[src/rtl/z80_bus_arbiter_pkg.sv]
`default_nettype none
// +----------------------------------------------------------------------+
// | z80_bus_pkg : shared encodings for the tv80 / DMA memory arbiter     |
// | Rev 1.0                                                              |
// +----------------------------------------------------------------------+
package z80_bus_pkg;

  localparam int CNT_W = 8;

  localparam logic [2:0] ST_IDLE    = 3'd0;
  localparam logic [2:0] ST_REQ     = 3'd1;
  localparam logic [2:0] ST_GRANT   = 3'd2;
  localparam logic [2:0] ST_RELEASE = 3'd3;
  localparam logic [2:0] ST_COOL    = 3'd4;

  localparam logic SEL_CPU = 1'b0;
  localparam logic SEL_DMA = 1'b1;

  // Beat counter saturates at all-ones instead of wrapping.
  function automatic logic [CNT_W-1:0] sat_inc(input logic [CNT_W-1:0] v);
    return (v == {CNT_W{1'b1}}) ? v : v + CNT_W'(1);
  endfunction

endpackage
`default_nettype wire

[src/rtl/z80_bus_arbiter_timer.sv]
`default_nettype none
// +----------------------------------------------------------------------+
// | z80_arb_timer : loadable 8-bit down-counter with zero flag           |
// | Rev 1.0                                                              |
// +----------------------------------------------------------------------+
module z80_arb_timer
  import z80_bus_pkg::*;
(
  input  logic             clk,
  input  logic             reset,
  input  logic             load_i,
  input  logic [CNT_W-1:0] load_val_i,
  input  logic             dec_i,
  output logic             zero_o
);

  logic [CNT_W-1:0] count_q;

  always_ff @(posedge clk) begin
    if (reset) begin
      count_q <= '0;
    end else if (load_i) begin
      count_q <= load_val_i;
    end else if (dec_i && (count_q != '0)) begin
      count_q <= count_q - CNT_W'(1);
    end
  end

  assign zero_o = (count_q == '0);

endmodule
`default_nettype wire

[src/rtl/z80_bus_arbiter.sv]
`default_nettype none
// +----------------------------------------------------------------------+
// | z80_bus_arbiter : shares on-chip memory between tv80 and one DMA     |
// | master. Optional REQ timeout with sticky error: ARB_TIMEOUT_EN.      |
// | Rev 1.0                                                              |
// +----------------------------------------------------------------------+
module z80_bus_arbiter
  import z80_bus_pkg::*;
#(
  parameter int ADDR_W   = 10,
  parameter int HOLD_MAX = 16,
  parameter int CPU_SLOT = 8,
  parameter int ACK_TMO  = 255
) (
  input  logic              clk,
  input  logic              reset,
  input  logic [15:0]       cpu_addr,
  input  logic [7:0]        cpu_dout,
  input  logic              cpu_mreq_n,
  input  logic              cpu_wr_n,
  input  logic              cpu_busak_n,
  output logic              cpu_busrq_n,
  output logic [7:0]        cpu_din,
  input  logic              dma_req,
  input  logic              dma_we,
  input  logic [ADDR_W-1:0] dma_addr,
  input  logic [7:0]        dma_wdata,
  output logic              dma_grant,
  output logic              dma_ack,
  output logic [7:0]        dma_rdata,
  output logic              mem_we,
  output logic [ADDR_W-1:0] mem_addr,
  output logic [7:0]        mem_din,
  input  logic [7:0]        mem_dout,
  output logic              arb_err
);

  localparam logic [CNT_W-1:0] HOLD_MAX_C  = CNT_W'(HOLD_MAX);
  localparam logic [CNT_W-1:0] SLOT_LOAD_C = CNT_W'(CPU_SLOT - 1);
  localparam logic [CNT_W-1:0] TMO_LOAD_C  = CNT_W'(ACK_TMO - 1);

  logic [2:0]       state_q, state_d;
  logic             sel_q, sel_d;
  logic             busrq_n_q, busrq_n_d;
  logic             grant_q, grant_d;
  logic             ack_q, ack_d;
  logic             forced_q, forced_d;
  logic [CNT_W-1:0] beats_q, beats_d;

  logic             tmr_load, tmr_dec, tmr_zero;
  logic [CNT_W-1:0] tmr_val;
  logic             tmo_fire;
  logic [CNT_W-1:0] beats_nxt;
  logic             at_limit;

  // COOL countdown and REQ timeout share one timer; the two states never overlap.
  z80_arb_timer u_timer (
    .clk        (clk),
    .reset      (reset),
    .load_i     (tmr_load),
    .load_val_i (tmr_val),
    .dec_i      (tmr_dec),
    .zero_o     (tmr_zero)
  );

  assign beats_nxt = dma_req ? sat_inc(beats_q) : beats_q;
  assign at_limit  = (beats_nxt >= HOLD_MAX_C);

  always_comb begin
    state_d   = state_q;
    sel_d     = sel_q;
    busrq_n_d = busrq_n_q;
    grant_d   = grant_q;
    ack_d     = 1'b0;
    forced_d  = forced_q;
    beats_d   = beats_q;
    tmr_load  = 1'b0;
    tmr_val   = SLOT_LOAD_C;
    tmr_dec   = 1'b0;
    case (state_q)
      ST_IDLE: begin
        if (dma_req) begin
          state_d   = ST_REQ;
          busrq_n_d = 1'b0;
          tmr_load  = 1'b1;
          tmr_val   = TMO_LOAD_C;
        end
      end
      ST_REQ: begin
        tmr_dec = 1'b1;
        if (!dma_req || (cpu_busak_n && tmo_fire)) begin
          state_d   = ST_RELEASE;
          busrq_n_d = 1'b1;
          forced_d  = 1'b0;
        end else if (!cpu_busak_n) begin
          state_d  = ST_GRANT;
          sel_d    = SEL_DMA;
          grant_d  = 1'b1;
          beats_d  = '0;
          forced_d = 1'b0;
        end
      end
      ST_GRANT: begin
        ack_d   = dma_req;
        beats_d = beats_nxt;
        if (at_limit || !dma_req || cpu_busak_n) begin
          state_d   = ST_RELEASE;
          sel_d     = SEL_CPU;
          grant_d   = 1'b0;
          busrq_n_d = 1'b1;
          forced_d  = at_limit;
        end
      end
      ST_RELEASE: begin
        if (cpu_busak_n) begin
          forced_d = 1'b0;
          if (forced_q) begin
            state_d  = ST_COOL;
            tmr_load = 1'b1;
            tmr_val  = SLOT_LOAD_C;
          end else begin
            state_d = ST_IDLE;
          end
        end
      end
      ST_COOL: begin
        if (tmr_zero) begin
          state_d = ST_IDLE;
        end else begin
          tmr_dec = 1'b1;
        end
      end
      default: begin
        state_d   = ST_IDLE;
        sel_d     = SEL_CPU;
        busrq_n_d = 1'b1;
        grant_d   = 1'b0;
        forced_d  = 1'b0;
      end
    endcase
  end

  always_ff @(posedge clk) begin
    if (reset) begin
      state_q   <= ST_IDLE;
      sel_q     <= SEL_CPU;
      busrq_n_q <= 1'b1;
      grant_q   <= 1'b0;
      ack_q     <= 1'b0;
      forced_q  <= 1'b0;
      beats_q   <= '0;
    end else begin
      state_q   <= state_d;
      sel_q     <= sel_d;
      busrq_n_q <= busrq_n_d;
      grant_q   <= grant_d;
      ack_q     <= ack_d;
      forced_q  <= forced_d;
      beats_q   <= beats_d;
    end
  end

`ifdef ARB_TIMEOUT_EN
  logic err_q;

  assign tmo_fire = tmr_zero;

  always_ff @(posedge clk) begin
    if (reset) begin
      err_q <= 1'b0;
    end else if ((state_q == ST_REQ) && dma_req && cpu_busak_n && tmr_zero) begin
      err_q <= 1'b1;
    end
  end

  assign arb_err = err_q;
`else
  assign tmo_fire = 1'b0;
  assign arb_err  = 1'b0;
`endif

  always_comb begin
    if (sel_q == SEL_DMA) begin
      mem_addr = dma_addr;
      mem_din  = dma_wdata;
      mem_we   = dma_req & dma_we;
    end else begin
      mem_addr = cpu_addr[ADDR_W-1:0];
      mem_din  = cpu_dout;
      mem_we   = !cpu_wr_n & !cpu_mreq_n;
    end
  end

  assign cpu_din     = mem_dout;
  assign dma_rdata   = mem_dout;
  assign cpu_busrq_n = busrq_n_q;
  assign dma_grant   = grant_q;
  assign dma_ack     = ack_q;

  // Upper CPU address bits fall outside the on-chip memory window.
  logic unused_addr;
  assign unused_addr = ^cpu_addr[15:ADDR_W];

endmodule
`default_nettype wire
[config.mk]
export PLATFORM = sky130hd
export DESIGN_NAME = z80_bus_arbiter
export DESIGN_NICKNAME = d
export VERILOG_FILES = /design/src/rtl/z80_bus_arbiter_pkg.sv /design/src/rtl/z80_bus_arbiter_timer.sv /design/src/rtl/z80_bus_arbiter.sv
export SDC_FILE = /design/constraint.sdc
export NUM_CORES = 1
export LEC_CHECK = 0
export CORE_ASPECT_RATIO = 1.1
export CORE_MARGIN = 4
export CORE_UTILIZATION = 41
export DETAILED_ROUTE_END_ITERATION = 8
export DONT_BUFFER_PORTS = 1
export HOLD_SLACK_MARGIN = 0.1
export PLACE_DENSITY = 0.56
export SLEW_MARGIN = 10
export SYNTH_ARGS = -nofsm -noshare
export SYNTH_HDL_FRONTEND = slang
export SYNTH_HIERARCHICAL = 1
export SYNTH_SLANG_ARGS = --single-unit
export TNS_END_PERCENT = 100
[constraint.sdc]
create_clock -name clk -period 7.7 [get_ports clk]
set_input_delay 1.54 -clock clk [delete_from_list [all_inputs] [get_ports clk]]
set_output_delay 1.54 -clock clk [all_outputs]
set_load 0.01 [all_outputs]
# --- Yosys cells after proc, flatten, opt, wreduce, memory -nomap -nowiden ---
# Cells that the tools add are included.
classes:
  mux: 39
  n_eq_ne: 13
  n_reduce_logical: 20
  bitwise_logic: 6
  n_lt_le_gt_ge: 1
  n_addsub: 2
ops:
  columns: ["cell", "count"]
  rows:
  - ["2-to-1 mux 8 bit", 9]
  - ["2-to-1 mux 3 bit", 7]
  - ["case mux 8 bit (2 select lines)", 1]
  - ["2-to-1 mux 1 bit", 15]
  - ["case mux 3 bit (5 select lines)", 1]
  - ["inequality test 2 bit, second input constant", 7]
  - ["AND reduction 4 bit", 3]
  - ["2-to-1 mux 10 bit", 1]
  - ["adder 8 x 1 -> 8 bit, second input constant", 1]
  - ["equality test 8 bit, second input constant", 1]
  - ["greater-or-equal comparator 8 x 5 -> 1 bit, second input constant", 1]
  - ["logical NOT 8 bit", 1]
  - ["case mux 1 bit (4 select lines)", 2]
  - ["nonzero test 8 bit", 1]
  - ["subtractor 8 x 1 -> 8 bit, second input constant", 1]
  - ["equality test 3 x 2 -> 1 bit, second input constant", 2]
  - ["OR reduction 2 bit", 3]
  - ["AND reduction 5 bit", 1]
  - ["NOT 1 bit", 4]
  - ["case mux 1 bit (2 select lines)", 2]
  - ["nonzero test 2 bit", 2]
  - ["equality test 3 x 1 -> 1 bit, second input constant", 1]
  - ["equality test 3 bit, second input constant", 1]
  - ["logical NOT 1 bit", 3]
  - ["other kinds (8)", 10]
totals:
  ff_bits: 23
  out_inout_bits: 39
  elab_cells: 88
  input_bits: 57

# --- Longest topological paths before layout ---
# Gate-level depths: netlist of run 1.
depth:
  word_depth: 8
  depth_mapped: 10
  mapped_depth_nobuf: 10

# --- Hierarchy ---
# The synthesis of run 1 kept the hierarchy.
by_module_without_submodules:
  columns: ["mod", "cells_per_inst", "seq_area_each_um2", "area_each_um2", "n_inst"]
  rows:
  - ["z80_bus_arbiter", 152, 300.3, 1244.9, 1]
  - ["z80_arb_timer", 59, 160.2, 515.5, 1]

# --- Worst setup path after synthesis of run 1 ---
# Ideal clock, no wire load.
synth_timing:
  path_type: "input-to-output"
  from: "in dma_req"
  to: "out mem_we"
  t_required_ps: 6160
  path_buffers: 1
  slack_ps: 4180
  stages: 3
  t_arrival_ps: 1980
  cell_sequence: "clkbuf_1 nand3_1 o31ai_1"
synth_via:
  elab_chain_len: 2
synth_rtl:
  columns: ["item", "line", "text"]
  rows:
  - ["start, declared", "z80_bus_arbiter.sv:24", "input logic dma_req,"]
  - ["bitwise AND 1 bit", "z80_bus_arbiter.sv:186", "mem_we = dma_req & dma_we;"]
  - ["2-to-1 mux 1 bit", "z80_bus_arbiter.sv:183", "if (sel_q == SEL_DMA) begin"]
  - ["end, declared", "z80_bus_arbiter.sv:31", "output logic mem_we,"]
# Every way passes these cells.

# --- Worst setup path in the final report of run 1 ---
layout_timing:
  from: "in cpu_mreq_n"
  to: "out mem_we"
layout_via:
  elab_chain_len: 3
layout_rtl:
  columns: ["item", "line", "text"]
  rows:
  - ["start, declared", "z80_bus_arbiter.sv:19", "input logic cpu_mreq_n,"]
  - ["logical NOT 1 bit", "z80_bus_arbiter.sv:190", "mem_we = !cpu_wr_n & !cpu_mreq_n;"]
  - ["bitwise AND 1 bit", "z80_bus_arbiter.sv:190", null]
  - ["2-to-1 mux 1 bit", "z80_bus_arbiter.sv:183", null]
# Every way passes these cells.

==> impl_metrics.tcl, run 1 <==
set metrics [dict create \
    max_slew.worst_pin.slew_ns 0.865 \
    clk_pin_slew_ns 0.09 \
    grt_pass1_vias 1466 \
    hp-class "flip-flop to flip-flop" \
    post_cts_resized 0 \
    fin_skew_ns 0.00332 \
    placed_cells 238 \
    via_per_inst 6.06 \
    multi_input_area_mm2 0.00111 \
    yosysWarningCount 6 \
    layoutNonFillerInstCount 242 \
    htreeDepth 1 \
    antenna_found_initial 0 \
    route.detailed.drc 0 \
    drive_gt1_share_pct 18.4 \
    clk_path_buf_depth 2 \
    max_freq_mhz 285 \
    crit_arrival_ns 1.97 \
    finalNetCount 251 \
    final_util_pct 42.3 \
    cts_hold_buffers 0 \
    holdPathStages 1 \
    final_max_slew_viol_count 0 \
    min_period_over_period_pct 45.5 \
    grt_pass1_wl_um 6960 \
    cts_setup_buffers 0 \
    dr.pass1.iters 4 \
    numClockSinks 23 \
    cts-root-buf "clkbuf_8" \
    cts_tree "yes" \
    layout_commonest_cell "dfxtp_1" \
    drt_wl_total_um 4240 \
    vdd_drop_max_uv 75.8 \
    ys_seq_area_share_pct 26.2 \
    grt_use_total_pct 15.2 \
    hold_viol 0 \
    num_vias 1467 \
    io_buffer_count 0 \
    cap_violations 0 \
    end_kind "primary output" \
    synth_enable_flop_cells 0 \
    slowest_delay_ns 0.43 \
    postSynthCellCount 211 \
    power_density_mw_per_mm2 205 \
    netlist-cell-type-count 55 \
    numCtsBuffers 3 \
    finalCriticalPeriod_ns 3.51 \
    ys.flop_type "dfxtp_1" \
    detail-route-antenna-nets 0 \
    grt_overflow 0 \
    wire_per_inst_um 17.5 \
    cp_cell_sequence "o31ai_1" \
    path_buf_inv 0 \
    synth_area_mm2 0.00176 \
    synth_seq_cells 23 \
    clk_latency_ns 0.26 \
    die_w_um 70.5 \
    required_ns 6.16 \
    status "finished clean" \
    die_h_um 76.7 \
    n_antenna_cell 0 \
    worstSetupStartpointType "input port" \
    cp_top_family "compound AO/OA/AOI/OAI gates" \
    dp_hpwl_um 3290 \
    routabilityCongestion 0.825 \
    num-fill-cells 409 \
    final_cell_mix "dfxtp_1, mux2_2, nor2_1, a21oi_1, o21ai_0" \
    layout_setup_ws_ns 4.19 \
    setup_violations 0 \
    grt_max_degree 24 \
    cp_num_cells 1 \
    num_rows 24 \
    synth_area_per_cell_um2 8.34 \
    pre_cts_slack_ns 4.19 \
    async_flop_share_pct 0 \
    initial_core_util_pct 43.4 \
    grt_setup_unrepaired "false" \
    syn_to_final_growth_pct -2.70 \
    critPathMaxFanout 1 \
    slew_headroom_pct 42.3 \
    regArea_um2 460 \
    die-area_mm2 0.00541 \
    coreArea_mm2 0.00405 \
    drt_iter0_markers 70 \
    setup_tns_ns 0 \
    critPathKind "input port to primary output" \
    timing.hold.ws_ns 0.527 \
    p_leak_nw 0.556 \
    slowest_stage "o31ai_1" \
    ff2ff_path_depth 10 \
    io-pin-count 96 \
]
cell type report:
| cell class | count | area share, % |
|---|---|---|
| Clock buffer | 3 | 2.41 |
| Clock inverter | 1 | 0.292 |
| Inverter | 8 | 1.75 |
| Multi-Input combinational cell | 155 | 64.9 |
| Sequential cell | 23 | 26.9 |
| Tap cell | 52 | 3.80 |
path summary, 6_finish.rpt:
check,start,end,slack [ns]
max,cpu_mreq_n,mem_we,4.19
min reg2reg,beats_q[0],beats_q[0],0.53
max reg2reg,u_timer/count_q[0],u_timer/count_q[7],4.95
min,beats_q[0],beats_q[0],0.53
Yosys cell counts (all sizes together) (2+ instances only):
cell / count / area share (%)
or4: 5 / 2.5
a311oi: 3 / 1.5
xnor2: 5 / 2.5
a31oi: 3 / 1.1
nor3: 3 / 0.85
buf: 19 / 7.7
a21oi: 16 / 4.5
mux2: 18 / 12
dfxtp: 23 / 26
and3: 3 / 1.1
conb: 2 / 0.43
nand4: 3 / 1.1
nor2: 18 / 3.8
o31ai: 3 / 1.3
ha: 3 / 2.1
o211ai: 3 / 1.6
o21ai: 12 / 3.4
o21a: 4 / 1.7
or3b: 3 / 1.6
nand4b: 2 / 1.0
or3: 4 / 1.6
nand2b: 3 / 1.2
clkbuf: 7 / 1.5
nor3b: 3 / 1.3
nand3: 5 / 1.4
nand2: 9 / 1.9
nor4: 2 / 1.6
a211oi: 6 / 2.8
inv: 7 / 1.5
registers in the layout, summed over array words and instances (netlist names):
| register | flops |
|---|---|
| dma_ack | 1 |
| beats_q | 8 |
| state_q | 3 |
| dma_grant | 1 |
| cpu_busrq_n | 1 |
| forced_q | 1 |
| u_timer/count_q | 8 |
report_power, final:
group,internal [W],switching (W),total [W]
clock network,0.0000361,0.0000407,0.0000768
logic,0.0000553,0.0000657,0.000121
registers,0.000132,0.0000207,0.000152
per-stage QoR:
stage / cell area [µm²] / total power (W)
floorplan: 1760 / 0.000264
global placement: 1670 / 0.000272
detailed placement: 1670 / 0.000275
CTS: 1710 / 0.000353
global route: 1710 / 0.000372
finish: 1710 / 0.000350
cells by family after synthesis:
| logic type | after synthesis | synth area share [%] |
|---|---|---|
| simple gates | 69 | 23.8 |
| compound gates | 56 | 22.0 |
| buf+inv | 34 | 10.9 |
| flops | 23 | 26.2 |
| mux | 19 | 12.1 |
| xor+xnor | 5 | 2.49 |
| fa+ha+maj | 3 | 2.13 |
| other cells | 2 | 0.427 |
layer usage:
metal | vias up | share of wire [%] | global-route usage (%)
met2 | 44 | 54 | 28.3
met4 | 0 | 0.54 | 4.02
met1 | 699 | 40 | 18.0
met5 | - | 0 | 0
li1 | 720 | - | -
met3 | 4 | 5.4 | 2.09
Power figures use the tool's default switching activity.
==> run 2, diff against run 1 <==
clock period = 3.38 ns   (was 7.7 ns; I/O delays follow)
==> run 2 against run 1 <==
  * Non-clock buffer count up 1
  * Clock power up 140%
  * Sequential share of layout area down 0.12 points
  * Power up 130%
  * Via count up 2.4%
  * Final area up 0.44%
  * Wire length up 1.1%
  * Critical path depth up 9
  * Sequential cell count unchanged
  * Sequential power up 130%
  * Cell count up 0.41%
==> impl_metrics.tcl, run 2 (synthesis results as in run 1) <==
set metrics [dict create \
    grt_pass1_wl_um 7130 \
    grt_overflow 0 \
    wire_per_inst_um 17.6 \
    coreArea_mm2 0.00405 \
    hp-class "input port to flip-flop" \
    die-area_mm2 0.00541 \
    cp_common_cell "inv_1" \
    cp_num_cells 10 \
    cts-root-buf "clkbuf_8" \
    r2r_slack_ns 0.67 \
    io-pin-count 96 \
    finalCriticalPeriod_ns 2.71 \
    r2r_start "u_timer/count_q[0]" \
    grt_setup_unrepaired "false" \
    required_ns 3.55 \
    path_buf_inv 2 \
    num-fill-cells 407 \
    num_vias 1502 \
    initial_core_util_pct 43.4 \
    fin_skew_ns 0.00703 \
    worstSetupStartpointType "flip-flop" \
    dp_hpwl_um 3310 \
    vdd_drop_max_uv 168 \
    status "finished clean" \
    grt_max_degree 24 \
    via_per_inst 6.18 \
    power_density_mw_per_mm2 469 \
    clk_latency_ns 0.28 \
    clock_power_share_pct 22.4 \
    min_period_over_period_pct 80.2 \
    drt_iter0_markers 57 \
    n_antenna_cell 0 \
    detail-route-antenna-nets 0 \
    clk_pin_slew_ns 0.09 \
    final_max_slew_viol_count 0 \
    route.detailed.drc 0 \
    p_comb_share_pct 34.7 \
    worstReg2RegEnd "u_timer/count_q[7]" \
    routabilityCongestion 0.825 \
    die_w_um 70.5 \
    numCtsBuffers 3 \
    dr.pass1.iters 4 \
    cp_cell_sequence "inv_1 > ha_1 > inv_1 > nor4_1 > or3_1 > a21oi_1 > or3b_2 > nor3_1 > mux2i_1 > a211oi_1" \
    seqPwrFrac_pct 43.0 \
    drive_gt1_share_pct 18.8 \
    p_leak_nw 0.561 \
    holdCritStartpoint "reset" \
    placed_area_mm2 0.00167 \
    power_w 0.000807 \
    num_rows 24 \
    crit_arrival_ns 2.88 \
    finalNetCount 252 \
    crit_end "u_timer/count_q[7]" \
    critPathLaunch "u_timer/count_q[0]" \
    cap_violations 0 \
    ff2ff_path_depth 10 \
    syn_to_final_growth_pct -2.27 \
    finalInstanceArea_mm2 0.00172 \
    internal_power_w 0.000511 \
    slowest_delay_ns 0.50 \
    final_util_pct 42.4 \
    cts_hold_buffers 0 \
    slew_headroom_pct 42.3 \
    antenna_found_initial 0 \
    drt_wl_total_um 4280 \
    grt_use_total_pct 15.8 \
    critPathMaxFanout 5 \
    power_switching_w 0.000296 \
    cts_setup_buffers 0 \
    die_h_um 76.7 \
    reg_top3 "beats_q x8, u_timer/count_q x8, state_q x3" \
    final_cell_mix "dfxtp_1, mux2_2, nor2_1, a21oi_1, o21ai_0" \
    max_freq_mhz 369 \
    htreeDepth 1 \
    layout_commonest_cell "dfxtp_1" \
    setup_tns_ns 0 \
    grt_pass1_vias 1484 \
    numClockSinks 23 \
    cp_top_family "simple AND/OR/NAND/NOR gates" \
    post_cts_resized 0 \
    critPathKind "flip-flop to flip-flop" \
    cts_tree "yes" \
    io_buffer_count 0 \
    p_sw_share_pct 36.7 \
    setup_violations 0 \
    timing.hold.ws_ns 0.454 \
    clk_path_buf_depth 2 \
    hold_viol 0 \
    max_slew.worst_pin.slew_ns 0.864 \
    end_kind "flip-flop" \
    slowest_stage "or3b_2" \
]
-- run 2: worst min-delay path by stage --
| stage | endpoint | slack (ns) | cells past startpoint |
|---|---|---|---|
| detailed placement | beats_q[0] | 0.51 | 1 |
| global route | u_timer/count_q[0] | 0.44 | 1 |
| floorplan | u_timer/count_q[5] | 0.48 | 2 |
| global placement | u_timer/count_q[5] | 0.49 | 2 |
| finish | u_timer/count_q[0] | 0.45 | 1 |
| CTS | u_timer/count_q[0] | 0.45 | 1 |
-- run 2: final cells by class --
cell class | count | area [µm²] | area share, %
clock buffer | 3 | 41.3 | 2.40
clock inverter | 1 | 5.00 | 0.291
sequential | 23 | 460 | 26.8
timing repair buffer | 1 | 7.51 | 0.436
multi-input combinational | 155 | 1110 | 64.6
tap | 52 | 65.1 | 3.78
inverter | 8 | 30.0 | 1.75
-- run 2: stage by stage --
step / instances / setup slack [ns]
after CTS: 243 / 0.652
after global routing: 243 / 0.445
after floorplan: 212 / 0.903
final: 243 / 0.669
after global placement: 239 / 0.671
after detailed placement: 239 / 0.654
-- run 2: power by group through the flow --
stage | combinational [W] | clock (W) | sequential [W]
CTS | 0.000281 | 0.000186 | 0.000347
finish | 0.000280 | 0.000181 | 0.000347
global route | 0.000315 | 0.000197 | 0.000354
floorplan | 0.000271 | 0 | 0.000330
global placement | 0.000271 | 0 | 0.000351
detailed placement | 0.000280 | 0 | 0.000352
-- run 2: per-layer routing --
layer,vias up,global-route usage [%],share of wire [%]
met5,-,0,0
met4,0,6.13,1.3
met3,7,2.48,6.0
met2,64,28.6,52
met1,713,18.3,41
li1,718,-,-
==> run 3, diff against run 2 <==
clock period = 2.8 ns   (was 3.38 ns; I/O delays follow)
==> run 3 against run 2 <==
  * Maximum frequency increased by 7.4%
  * Cell count increased by 0.82%
  * Wire length decreased by 0.37%
  * Clock-buffer cell count increased by 1
  * Die area unchanged
  * Sequential power increased by 21%
  * Largest power group unchanged
==> impl_metrics.tcl, run 3 (synthesis results as in run 1) <==
set metrics [dict create \
    power_density_mw_per_mm2 556 \
    finalInstanceArea_mm2 0.00174 \
    vdd_drop_max_uv 254 \
    end_kind "flip-flop" \
    critPathKind "flip-flop to flip-flop" \
    coreArea_mm2 0.00405 \
    setup_tns_ns 0 \
    drive_gt1_share_pct 19.7 \
    final_util_pct 42.9 \
    fin_skew_ns 0.00309 \
    antenna_found_initial 0 \
    multi_input_area_mm2 0.00111 \
    p_comb_share_pct 35.5 \
    internal_power_w 0.000624 \
    syn_to_final_growth_pct -1.28 \
    max_slew.worst_pin.slew_ns 0.801 \
    grt_pass1_vias 1469 \
    slowest_delay_ns 0.48 \
    numClockSinks 23 \
    cp_num_cells 10 \
    num_rows 24 \
    finalNetCount 254 \
    initial_core_util_pct 43.4 \
    drt_iter0_markers 44 \
    dp_hpwl_um 3330 \
    die_h_um 76.7 \
    power_switching_w 0.000342 \
    grt_overflow 0 \
    clk_pin_slew_ns 0.08 \
    worstReg2RegEnd "u_timer/count_q[7]" \
    grt_max_degree 24 \
    detail-route-antenna-nets 0 \
    clk_latency_ns 0.26 \
    placed_cells 241 \
    die-area_mm2 0.00541 \
    drt_wl_total_um 4270 \
    finalCriticalPeriod_ns 2.52 \
    status "finished clean" \
    cts-root-buf "clkbuf_8" \
    clock_power_share_pct 21.0 \
    ff2ff_path_depth 10 \
    cts_tree "yes" \
    final_cell_mix "dfxtp_1, mux2_2, nor2_1, a21oi_1, o21ai_0" \
    r2r_start "u_timer/count_q[1]" \
    r2r_slack_ns 0.28 \
    n_antenna_cell 0 \
    routabilityCongestion 0.827 \
    num_vias 1498 \
    grt_use_total_pct 15.3 \
    io_buffer_count 0 \
    min_period_over_period_pct 90.2 \
    route.detailed.drc 0 \
    slew_headroom_pct 46.5 \
    num-fill-cells 408 \
    htreeDepth 1 \
    holdCritStartpoint "reset" \
    dr.pass1.iters 4 \
    p_sw_share_pct 35.4 \
    cts_setup_buffers 0 \
    regArea_um2 460 \
    post_cts_resized 0 \
    holdPathStages 1 \
    grt_setup_unrepaired "false" \
    io-pin-count 96 \
    layout_commonest_cell "dfxtp_1" \
    die_w_um 70.5 \
    cap_violations 0 \
    hp-class "input port to flip-flop" \
    clk_path_buf_depth 2 \
    hold_path_end "u_timer/count_q[0]" \
    timing.hold.ws_ns 0.359 \
    crit_arrival_ns 2.66 \
    cp_common_cell "inv_1" \
    reg_top3 "beats_q x8, u_timer/count_q x8, state_q x3" \
    hold_viol 0 \
    max_freq_mhz 396 \
    final_max_slew_viol_count 0 \
    cp_cell_sequence "inv_1 > ha_1 > inv_1 > nor4_1 > or3_1 > a21oi_2 > or3b_2 > nor3_1 > mux2i_1 > a211oi_1" \
    cts_hold_buffers 0 \
    p_leak_nw 0.569 \
    seqPwrFrac_pct 43.5 \
    critPathMaxFanout 4 \
    grt_pass1_wl_um 6980 \
    wire_per_inst_um 17.4 \
    layoutNonFillerInstCount 245 \
    numCtsBuffers 3 \
    slowest_stage "or3b_2" \
    via_per_inst 6.11 \
    setup_violations 0 \
    placed_area_mm2 0.00169 \
    worstSetupStartpointType "flip-flop" \
    required_ns 2.94 \
    path_buf_inv 2 \
    cp_top_family "simple AND/OR/NAND/NOR gates" \
]
==> run 3: worst reg2reg max path, delay by kind of cell (launching register included) <==
family                     cells  cell delay (ns)
muxes                          1             0.21
adders and majority gates      1             0.20
DFF                            1             0.38
buffers and inverters          2             0.21
AOI/OAI and AO/OA              2             0.32
and+or+nand+nor                4             1.10
==> run 3: per-stage QoR <==
stage	setup slack, ns	power [W]
2_1_floorplan	0.323	0.000727
3_3_place_gp	0.212	0.000756
3_5_place_dp	0.228	0.000766
4_1_cts	0.196	0.000977
5_1_grt	0.0480	0.00104
6_report	0.275	0.000966
==> run 3: worst max-delay path by stage <==
stage	from	to	slack [ns]
after floorplan	u_timer/count_q[0]	u_timer/count_q[7]	0.32
after global placement	u_timer/count_q[0]	u_timer/count_q[7]	0.21
after global routing	u_timer/count_q[0]	u_timer/count_q[7]	0.05
after CTS	u_timer/count_q[1]	u_timer/count_q[7]	0.20
final	u_timer/count_q[1]	u_timer/count_q[7]	0.28
after detailed placement	u_timer/count_q[1]	u_timer/count_q[7]	0.23
==> run 3: final cells by class <==
| cell class | count | share of cell area (%) |
|---|---|---|
| Clock buffer | 4 | 2.59 |
| Tap cell | 52 | 3.74 |
| Sequential cell | 23 | 26.5 |
| Timing Repair Buffer | 3 | 1.30 |
| Inverter | 8 | 1.73 |
| Multi-Input combinational cell | 155 | 64.1 |
==> run 3: power groups by stage <==
stage | Clock, W | Sequential [W] | Combinational, W
floorplan | 0 | 0.000399 | 0.000328
global placement | 0 | 0.000423 | 0.000333
detailed placement | 0 | 0.000426 | 0.000340
CTS | 0.000217 | 0.000418 | 0.000342
global route | 0.000234 | 0.000427 | 0.000382
finish | 0.000203 | 0.000421 | 0.000343
==> run 3: layer usage <==
layer	GRT usage, %	share of wire [%]	vias up
li1	-	-	727
met2	27.9	53	65
met3	2.48	6.9	8
met4	4.02	1.2	0
met1	18.2	39	698
met5	0	0	-
